## src/rtl/jzjpcc_mem_arbiter_pkg.sv

```systemverilog
// jzjpcc_pkg: response-FSM encoding and default starvation limit shared by the arbiter files.
package jzjpcc_pkg;
   typedef enum logic [1:0] {IDLE = 2'd0, RESP_F = 2'd1, RESP_D = 2'd2} resp_e;
   localparam int STARVE_MAX_DEF = 3;
endpackage

```

## src/rtl/jzjpcc_mem_arbiter_if.sv

```systemverilog
// jzjpcc_mem_arbiter_if: fetch/data requester ports and single-port SRAM bus of the arbiter.
interface jzjpcc_mem_arbiter_if #(parameter int ADDR_W = 12);
   logic              f_req, f_gnt, f_rvalid;
   logic [ADDR_W-1:0] f_addr;
   logic [31:0]       f_rdata;
   logic              d_req, d_we, d_gnt, d_rvalid;
   logic [ADDR_W-1:0] d_addr;
   logic [31:0]       d_wdata, d_rdata;
   logic [3:0]        d_bmask;
   logic              ram_en, ram_we;
   logic [ADDR_W-1:0] ram_addr;
   logic [31:0]       ram_wdata, ram_rdata;
   logic [3:0]        ram_bmask;
   modport slave (
      input  f_req, f_addr, d_req, d_we, d_addr, d_wdata, d_bmask, ram_rdata,
      output f_gnt, f_rvalid, f_rdata, d_gnt, d_rvalid, d_rdata,
             ram_en, ram_we, ram_addr, ram_wdata, ram_bmask
   );
   modport master (
      output f_req, f_addr, d_req, d_we, d_addr, d_wdata, d_bmask, ram_rdata,
      input  f_gnt, f_rvalid, f_rdata, d_gnt, d_rvalid, d_rdata,
             ram_en, ram_we, ram_addr, ram_wdata, ram_bmask
   );
endinterface

```

## src/rtl/jzjpcc_mem_arbiter_starve.sv

```systemverilog
// jzjpcc_arb_starve: saturating count of data grants won while fetch waits; raises fetch override at the limit.
module jzjpcc_arb_starve #(parameter int STARVE_MAX = 3) (
   input  logic clk,
   input  logic rst_n,
   input  logic f_req,
   input  logic f_gnt,
   input  logic d_gnt,
   output logic f_over
);
   localparam int W = STARVE_MAX > 0 ? $clog2(STARVE_MAX + 1) : 1;
   logic [W-1:0] cnt;
   always_comb f_over = f_req && (cnt == W'(STARVE_MAX));
   always_ff @(posedge clk or negedge rst_n)
      if (!rst_n) cnt <= '0;
      else if (!f_req || f_gnt) cnt <= '0;
      else if (d_gnt && cnt != W'(STARVE_MAX)) cnt <= cnt + 1'b1;
endmodule

```

## src/rtl/jzjpcc_mem_arbiter.sv

```systemverilog
// jzjpcc_mem_arbiter: fetch/data arbiter for a single-port SRAM with starvation override.
// Grant counters exist only when JZJPCC_MEM_ARBITER_STATS_EN is defined.
module jzjpcc_mem_arbiter
   import jzjpcc_pkg::*;
#(
   parameter int ADDR_W     = 12,
   parameter int STARVE_MAX = STARVE_MAX_DEF
) (
   input  logic                  clk,
   input  logic                  rst_n,
   jzjpcc_mem_arbiter_if.slave   bus,
   output logic [31:0]           stat_f_grants,
   output logic [31:0]           stat_d_grants
);
   logic  f_over, f_gnt, d_gnt;
   resp_e state;
   jzjpcc_arb_starve #(.STARVE_MAX(STARVE_MAX)) u_starve (
      .clk(clk), .rst_n(rst_n), .f_req(bus.f_req), .f_gnt(f_gnt), .d_gnt(d_gnt), .f_over(f_over)
   );
   // Reset gates the grants so nothing reaches the RAM while rst_n is low.
   always_comb begin
      f_gnt         = rst_n && bus.f_req && (!bus.d_req || f_over);
      d_gnt         = rst_n && bus.d_req && !f_over;
      bus.f_gnt     = f_gnt;
      bus.d_gnt     = d_gnt;
      bus.ram_en    = f_gnt || d_gnt;
      bus.ram_we    = d_gnt && bus.d_we;
      bus.ram_addr  = f_gnt ? bus.f_addr : d_gnt ? bus.d_addr : {ADDR_W{1'b0}};
      bus.ram_wdata = d_gnt ? bus.d_wdata : 32'd0;
      bus.ram_bmask = d_gnt ? bus.d_bmask : 4'd0;
      bus.f_rvalid  = state == RESP_F;
      bus.d_rvalid  = state == RESP_D;
      bus.f_rdata   = bus.ram_rdata;
      bus.d_rdata   = bus.ram_rdata;
   end
   always_ff @(posedge clk or negedge rst_n)
      if (!rst_n) state <= IDLE;
      else state <= f_gnt ? RESP_F : (d_gnt && !bus.d_we) ? RESP_D : IDLE;
`ifdef JZJPCC_MEM_ARBITER_STATS_EN
   always_ff @(posedge clk or negedge rst_n)
      if (!rst_n) begin
         stat_f_grants <= '0;
         stat_d_grants <= '0;
      end else begin
         stat_f_grants <= stat_f_grants + 32'(f_gnt);
         stat_d_grants <= stat_d_grants + 32'(d_gnt);
      end
`else
   assign stat_f_grants = '0;
   assign stat_d_grants = '0;
`endif
endmodule

```

## src/flat_wrapper.sv

```systemverilog
// flat-port wrapper written by rule: the top's interface ports become plain ports
module jzjpcc_mem_arbiter_flat import jzjpcc_pkg::*;
#(
   parameter int ADDR_W     = 12,
   parameter int STARVE_MAX = STARVE_MAX_DEF
)
  (clk, rst_n, stat_f_grants, stat_d_grants, bus_f_req, bus_f_addr, bus_d_req, bus_d_we, bus_d_addr, bus_d_wdata, bus_d_bmask, bus_ram_rdata, bus_f_gnt, bus_f_rvalid, bus_f_rdata, bus_d_gnt, bus_d_rvalid, bus_d_rdata, bus_ram_en, bus_ram_we, bus_ram_addr, bus_ram_wdata, bus_ram_bmask);
  jzjpcc_mem_arbiter_if #(.ADDR_W(ADDR_W)) bus_i ();
  input  logic clk;
  input  logic rst_n;
  output logic [31:0] stat_f_grants;
  output logic [31:0] stat_d_grants;
  input wire logic [$bits(bus_i.f_req)-1:0] bus_f_req;
  input wire logic [$bits(bus_i.f_addr)-1:0] bus_f_addr;
  input wire logic [$bits(bus_i.d_req)-1:0] bus_d_req;
  input wire logic [$bits(bus_i.d_we)-1:0] bus_d_we;
  input wire logic [$bits(bus_i.d_addr)-1:0] bus_d_addr;
  input wire logic [$bits(bus_i.d_wdata)-1:0] bus_d_wdata;
  input wire logic [$bits(bus_i.d_bmask)-1:0] bus_d_bmask;
  input wire logic [$bits(bus_i.ram_rdata)-1:0] bus_ram_rdata;
  output wire logic [$bits(bus_i.f_gnt)-1:0] bus_f_gnt;
  output wire logic [$bits(bus_i.f_rvalid)-1:0] bus_f_rvalid;
  output wire logic [$bits(bus_i.f_rdata)-1:0] bus_f_rdata;
  output wire logic [$bits(bus_i.d_gnt)-1:0] bus_d_gnt;
  output wire logic [$bits(bus_i.d_rvalid)-1:0] bus_d_rvalid;
  output wire logic [$bits(bus_i.d_rdata)-1:0] bus_d_rdata;
  output wire logic [$bits(bus_i.ram_en)-1:0] bus_ram_en;
  output wire logic [$bits(bus_i.ram_we)-1:0] bus_ram_we;
  output wire logic [$bits(bus_i.ram_addr)-1:0] bus_ram_addr;
  output wire logic [$bits(bus_i.ram_wdata)-1:0] bus_ram_wdata;
  output wire logic [$bits(bus_i.ram_bmask)-1:0] bus_ram_bmask;
  assign bus_i.f_req = bus_f_req;
  assign bus_i.f_addr = bus_f_addr;
  assign bus_i.d_req = bus_d_req;
  assign bus_i.d_we = bus_d_we;
  assign bus_i.d_addr = bus_d_addr;
  assign bus_i.d_wdata = bus_d_wdata;
  assign bus_i.d_bmask = bus_d_bmask;
  assign bus_i.ram_rdata = bus_ram_rdata;
  assign bus_f_gnt = bus_i.f_gnt;
  assign bus_f_rvalid = bus_i.f_rvalid;
  assign bus_f_rdata = bus_i.f_rdata;
  assign bus_d_gnt = bus_i.d_gnt;
  assign bus_d_rvalid = bus_i.d_rvalid;
  assign bus_d_rdata = bus_i.d_rdata;
  assign bus_ram_en = bus_i.ram_en;
  assign bus_ram_we = bus_i.ram_we;
  assign bus_ram_addr = bus_i.ram_addr;
  assign bus_ram_wdata = bus_i.ram_wdata;
  assign bus_ram_bmask = bus_i.ram_bmask;
  jzjpcc_mem_arbiter #(.ADDR_W(ADDR_W), .STARVE_MAX(STARVE_MAX)) u_core (.clk(clk), .rst_n(rst_n), .bus(bus_i), .stat_f_grants(stat_f_grants), .stat_d_grants(stat_d_grants));
endmodule
```

## config.mk

```make
export PLATFORM = sky130hd
export DESIGN_NAME = jzjpcc_mem_arbiter_flat
export DESIGN_NICKNAME = d
export VERILOG_FILES = /design/src/rtl/jzjpcc_mem_arbiter_pkg.sv /design/src/rtl/jzjpcc_mem_arbiter_if.sv /design/src/rtl/jzjpcc_mem_arbiter_starve.sv /design/src/rtl/jzjpcc_mem_arbiter.sv /design/src/flat_wrapper.sv
export SDC_FILE = /design/constraint.sdc
export NUM_CORES = 1
export LEC_CHECK = 0
export CAP_MARGIN = 10
export CORE_AREA = 5 5 106 108
export CTS_CLUSTER_DIAMETER = 60
export DETAILED_ROUTE_END_ITERATION = 12
export DIE_AREA = 0 0 111 113
export SLEW_MARGIN = 5
export SYNTH_ARGS = -nofsm -noshare
export SYNTH_HDL_FRONTEND = slang
export SYNTH_HIERARCHICAL = 1
export SYNTH_SLANG_ARGS = --single-unit
```

## constraint.sdc

```tcl
create_clock -name clk -period 5.1 [get_ports clk]
set_input_delay 0.51 -clock clk [delete_from_list [all_inputs] [get_ports clk]]
set_output_delay 0.51 -clock clk [all_outputs]
set_load 0.05 [all_outputs]
```

After elaboration in Yosys (flattened, before gate mapping)
Cells that the tools add are included.
{"block": "word_totals", "regBits": 4, "input_bits": 97}
{"block": "op_classes", "n_mux": 8, "n_reduce_logical": 16, "eq_ne": 4, "n_addsub": 1}
{"op": "32-bit 2-to-1 mux", "count": 1}
{"op": "12-bit 2-to-1 mux", "count": 2}
{"op": "1-bit logical AND", "count": 8}
{"op": "2-bit 2-to-1 mux", "count": 4}
{"op": "2-bit == test, second input constant", "count": 2}
{"op": "1-bit zero test", "count": 4}
{"op": "4-bit 2-to-1 mux", "count": 1}
{"op": "1-bit logical OR", "count": 3}
{"op": "2-bit by 1-bit adder with 2-bit output, second input constant", "count": 1}
{"op": "2-bit by 1-bit == test with 1-bit output, second input constant", "count": 1}
{"op": "2-bit inequality test, second input constant", "count": 1}
{"op": "2-bit nonzero test", "count": 1}

Logic depth before layout (Yosys ltp)
{"block": "logic_depth", "ltp_word": 7, "ltp_mapped": 7}

Modules after synthesis
The synthesis kept the hierarchy.
{"mod": "jzjpcc_mem_arbiter", "instances": 1, "area_each_um2": 1544.0, "cells_per_inst": 221, "seq_area_each_um2": 50.0}
{"mod": "jzjpcc_arb_starve", "instances": 1, "area_each_um2": 122.6, "cells_per_inst": 11, "seq_area_each_um2": 50.0}

Worst setup path before layout
OpenSTA, ideal clock, no wires.
{"block": "synth_timing", "kind": "reg2out", "startpoint": "reg u_core.u_starve.cnt[0]", "endpoint": "out bus_ram_addr[10]", "stages_incl_launch_ff": 7, "path_buffers": 1, "slack_ps": 2265, "t_required_ps": 4590, "t_arrival_ps": 2325, "cell_sequence": "dfrtp_1 > ha_1 > and2_2 > and2b_1 > buf_4 > nand2_1 > a21boi_0"}
{"block": "synth_via", "elab_chain_cells": 6, "elab_cells_between_ends": 8, "classes_between": "eq/ne: 1; mux: 2; reduce/logical: 5"}
{"item": "from (decl)", "line": "jzjpcc_mem_arbiter_starve.sv:11", "text": "logic [W-1:0] cnt;"}
{"item": "from (signal assigned)", "line": "jzjpcc_mem_arbiter_starve.sv:16", "text": "else if (d_gnt && cnt != W'(STARVE_MAX)) cnt <= cnt + 1'b1;"}
{"item": "2-bit == test (*)", "line": "jzjpcc_mem_arbiter_starve.sv:12", "text": "always_comb f_over = f_req && (cnt == W'(STARVE_MAX));"}
{"item": "1-bit logical AND (*)", "line": "jzjpcc_mem_arbiter_starve.sv:12"}
{"item": "net u_core.f_over", "line": "jzjpcc_mem_arbiter.sv:15", "text": "logic f_over, f_gnt, d_gnt;"}
{"item": "1-bit zero test", "line": "jzjpcc_mem_arbiter.sv:23", "text": "d_gnt = rst_n && bus.d_req && !f_over;"}
{"item": "1-bit logical AND", "line": "jzjpcc_mem_arbiter.sv:23"}
{"item": "12-bit 2-to-1 mux", "line": "jzjpcc_mem_arbiter.sv:28", "text": "bus.ram_addr = f_gnt ? bus.f_addr : d_gnt ? bus.d_addr : {ADDR_W{1'b0}};"}
{"item": "12-bit 2-to-1 mux (*)", "line": "jzjpcc_mem_arbiter.sv:28"}
{"item": "to (decl)", "line": "flat_wrapper.sv:29", "text": "output wire logic [$bits(bus_i.ram_addr)-1:0] bus_ram_addr;"}
Mark *: on every way through the listed nets, which the timed path passes. The rest lies on a longest branch.

Worst setup path in the final report
{"block": "layout_timing", "startpoint": "in bus_f_req", "endpoint": "out bus_ram_addr[1]"}
{"block": "layout_via", "elab_chain_cells": 5, "elab_cells_between_ends": 8, "classes_between": "mux: 2; reduce/logical: 6"}
{"item": "from (decl)", "line": "flat_wrapper.sv:13", "text": "input wire logic [$bits(bus_i.f_req)-1:0] bus_f_req;"}
{"item": "1-bit logical AND (*)", "line": "jzjpcc_mem_arbiter_starve.sv:12"}
{"item": "net u_core.f_over", "line": "jzjpcc_mem_arbiter.sv:15"}
{"item": "1-bit zero test", "line": "jzjpcc_mem_arbiter.sv:23"}
{"item": "1-bit logical AND", "line": "jzjpcc_mem_arbiter.sv:23"}
{"item": "12-bit 2-to-1 mux", "line": "jzjpcc_mem_arbiter.sv:28"}
{"item": "12-bit 2-to-1 mux (*)", "line": "jzjpcc_mem_arbiter.sv:28"}
Marked as above.

==> summary.md <==
For the worst setup path, the data required time is 4.59 ns. For the initial core utilization, the log shows 16.4%. For the final global-route overflow total, the log shows 0. Across all register-to-register paths, the minimum setup slack is 3.26 ns. For this run, the post-layout net count is 382.

In the synthesized netlist the dominant register cell turns out to be sky130_fd_sc_hd__dfrtp_1. The power per cell area came out at 170 mW/mm^2. The register bit total from synthesis is 4. The post-synthesis cell type with the largest combined area was sky130_fd_sc_hd__buf_4. TritonCTS built the clock tree.

After clock tree synthesis, the clock-pin slew on the worst setup and hold paths is 0.03 ns. The cell that appears most often on the critical path is sky130_fd_sc_hd__clkdlybuf4s50_1. Along the worst path, the maximum fanout reaches 16. Dividing the detail-routed wire length by the instance count gives 12.7 um.

Maximum number of buffers from clock root to sink: 2. The classification of the worst setup path was in2out. Setup repair after global routing left no endpoint under its margin. The run gives 0 as the buffers inserted during post-CTS setup optimization. The worst-case clock skew is 0.00236 ns.

The via count came out at 1300. Traced cell by cell, the critical path runs through clkdlybuf4s50_1 -> and2_2 -> and2b_1 -> nand2_1 -> a21boi_0 -> clkdlybuf4s50_1. The run gives 0.000391 W as the total power. Most used standard cell by instance count after synthesis: sky130_fd_sc_hd__buf_4. Along the worst hold path, the cell count comes to 2. The share of the Yosys chip area taken by registers is 6.01%. The initialized floorplan defines 37 standard-cell rows. For the H-tree depth, the log shows 1. The endpoint of the worst hold-timing path is u_core/u_starve/cnt[0].

The synthesized netlist occupies a cell area of 0.00167 mm^2. The tools report the type of element launching the critical path as a primary input. The worst path uses 75.0% of the clock period. In this run the mean area of a mapped cell was 7.18 um^2. Summing all non-filler instances in the final layout gives an area of 0.00230 mm^2. The sum of buffers and inverters on the critical path was 2; the last weighted congestion value of the routability-driven placer was 0.760. For the count of inserted antenna diode cells, the log shows 0. After clock tree synthesis, the repair step resized 0 gates. The tree is rooted in a sky130_fd_sc_hd__clkbuf_8.

In this run the tightest slew margin relative to its limit is 64.7%. Adding up every negative setup slack in the final design gives 0 ns. Before antenna repair, the detailed router went through 4 iterations. The final number of max-transition violations was 0. The logs give 7.36% for the overall global routing resource usage and 4 for the number of sinks on the clock net.

In this run, distinct cell masters in the synthesized netlist total 23. Timing would allow up to 0.262 GHz. In the final layout, the share of cells above drive strength 1 is 3.55%.

Die footprint: 0.0125 mm^2. Launch point of the worst reg-to-reg path: u_core/u_starve/cnt[0]. The count of maximum capacitance violations came out at 0. Yosys attributes the largest share of cell area to sky130_fd_sc_hd__buf_4, sky130_fd_sc_hd__and2_1, sky130_fd_sc_hd__dfrtp_1.

The signed area change from the synthesized netlist to the final layout came out at 38.3%. The tightest min-delay check is of the reg2reg type. Sorting the synthesized cells by how often they occur yields sky130_fd_sc_hd__buf_4, sky130_fd_sc_hd__and2_1, sky130_fd_sc_hd__nand2_1, sky130_fd_sc_hd__a21boi_0, sky130_fd_sc_hd__nand3_1.

In this run the count of I/O pins placed on the die edge is 279. The number of DRC violations after detailed routing came out at 0. After clock tree synthesis, the flow added hold-fix buffers numbering 0. The wire-length estimate of the detail-placed layout is 4640 um.

DRC marker count from the first detailed-route iteration: 28. In this run the tool buffered the top-level ports with 118 buffer cells. The cell type of the slowest stage on the worst timing path is sky130_fd_sc_hd__clkdlybuf4s50_1. The worst hold path begins at u_core/u_starve/cnt[0].

For this run, asynchronously set or reset flops after synthesis account for 100%. The tools report the number of antenna violations at the first check in global routing as 0. Leakage power: 0.969 nW. The residual antenna-violating net count after detailed routing is 0, and the time the final worst path needs with I/O delays and setup is 3.82 ns. Number of synthesized flops with an enable pin: 0.

Capture instance of the worst register-to-register path: u_core/u_starve/cnt[1]. The run gives 0.0623 mV as the maximum resistive drop on vdd. Grouping stages by cell kind, the critical path spends the most delay in buffers and inverters. The floorplan step defined a core boundary enclosing 0.0101 mm^2. On the worst path, the slowest cell contributes a delay of 0.90 ns. The worst register-to-register path has a depth of 6.

The die is 111 um wide. Clock latency on the worst-skew pair, taken at its later pin, is 0.21 ns. For the maximum number of pins on one net before global-route repair, the log shows 29. The run finished with clean final reports.

The number of endpoints with negative hold slack in the final report was 0; the TritonCTS buffer count was 3. Number of cells on the critical path: 6. The routed design has 5310 um of wire. The tools report the instance area after placement as 0.00226 mm^2. The first global-routing pass estimated 7470 um of wire. The height of the die works out to 113 um. Setup violations remaining at the end of the flow were counted as 0. Dividing the detail-routed via count by the number of cells gives 3.11. STA classifies the critical path endpoint as an output port. Fill cells in the final layout number 1111. The number of instances in the synthesized netlist is 232, and the arrival time at the worst endpoint is 3.31 ns. The run gives 6 as the count of synthesis-stage warnings from yosys. The worst hold margin is 0.566 ns, and the share of Yosys cell area claimed by the top area cell type is 59.5%. For the number of global-route vias before repair, the log shows 1268. For the pin with the worst max-slew slack, the measured transition is 0.528 ns.
-- through the flow --
stage | util, % | setup slack [ns] | instances
finish | 22.7 | 1.28 | 418
global route | 22.7 | 1.06 | 418
CTS | 22.7 | 1.27 | 418
detailed placement | 22.3 | 1.30 | 415
global placement | 22.3 | 1.33 | 415
floorplan | - | 2.26 | 295
-- layer usage --
metal / vias to the layer above / wire (um) / GRT usage, % / part of all wire, %
li1: 628 / - / - / -
met1: 579 / 1970 / 8.56 / 37
met2: 75 / 2700 / 12.5 / 51
met3: 18 / 564 / 3.48 / 11
met4: 0 / 68 / 1.48 / 1.3
met5: - / 0 / 0 / 0
-- final cells by class --
cell class | count | area [um^2] | share of cell area, %
timing repair buffer | 120 | 1200 | 51.9
tap | 136 | 170 | 7.38
sequential | 4 | 100 | 4.34
clock buffer | 3 | 41.3 | 1.79
multi-input combinational | 155 | 797 | 34.6
-- worst max path at each step --
stage,start,end
floorplan,u_core/u_starve/cnt[0],bus_ram_addr[10]
global placement,bus_f_req,bus_ram_addr[1]
detailed placement,bus_f_req,bus_ram_addr[2]
CTS,bus_f_req,bus_ram_addr[2]
global route,bus_f_req,bus_ram_addr[1]
finish,bus_f_req,bus_ram_addr[1]
-- worst register-to-register path, delay by kind of cell, from the launching register on --
kind / cells / cell delay [ns]
simple gates: 5 / 1.13
flops: 1 / 0.39
fa+ha+maj: 1 / 0.23
-- cell usage in the layout (no fill, tap or decap), drive strengths merged --
cell type	synthesis	routed
nand3	12	12
a21oi	1	1
and3	1	1
a21boi	12	12
o21a	1	1
conb	1	64
nor3	1	1
dfrtp	4	4
clkdlybuf4s50	0	118
or2	1	1
clkbuf	2	3
nand2	14	14
ha	1	1
mux2i	1	1
nand2b	3	3
and2	38	38
nor2b	2	2
nor2	2	2
buf	134	2
and2b	1	1
-- registers in the layout, indices dropped and copies added, names as in the netlist --
name	cells
u_core/state	2
u_core/u_starve/cnt	2
-- cells by family (layout without fill, tap and decap cells) --
family	count (synthesis)	after routing	share of synthesized area (%)
compound gates	14	14	6.38
fa+ha+maj	1	1	0.751
buf+inv	136	123	60.5
flops	4	4	6.01
mux	1	1	0.601
other cells	1	64	0.225
simple gates	75	75	25.5
-- power breakdown --
group	internal (W)	switching [W]
sequential	0.0000332	0.000000798
clock	0.0000502	0.0000154
combinational	0.0000860	0.000206
Power figures use the tool's default switching activity.
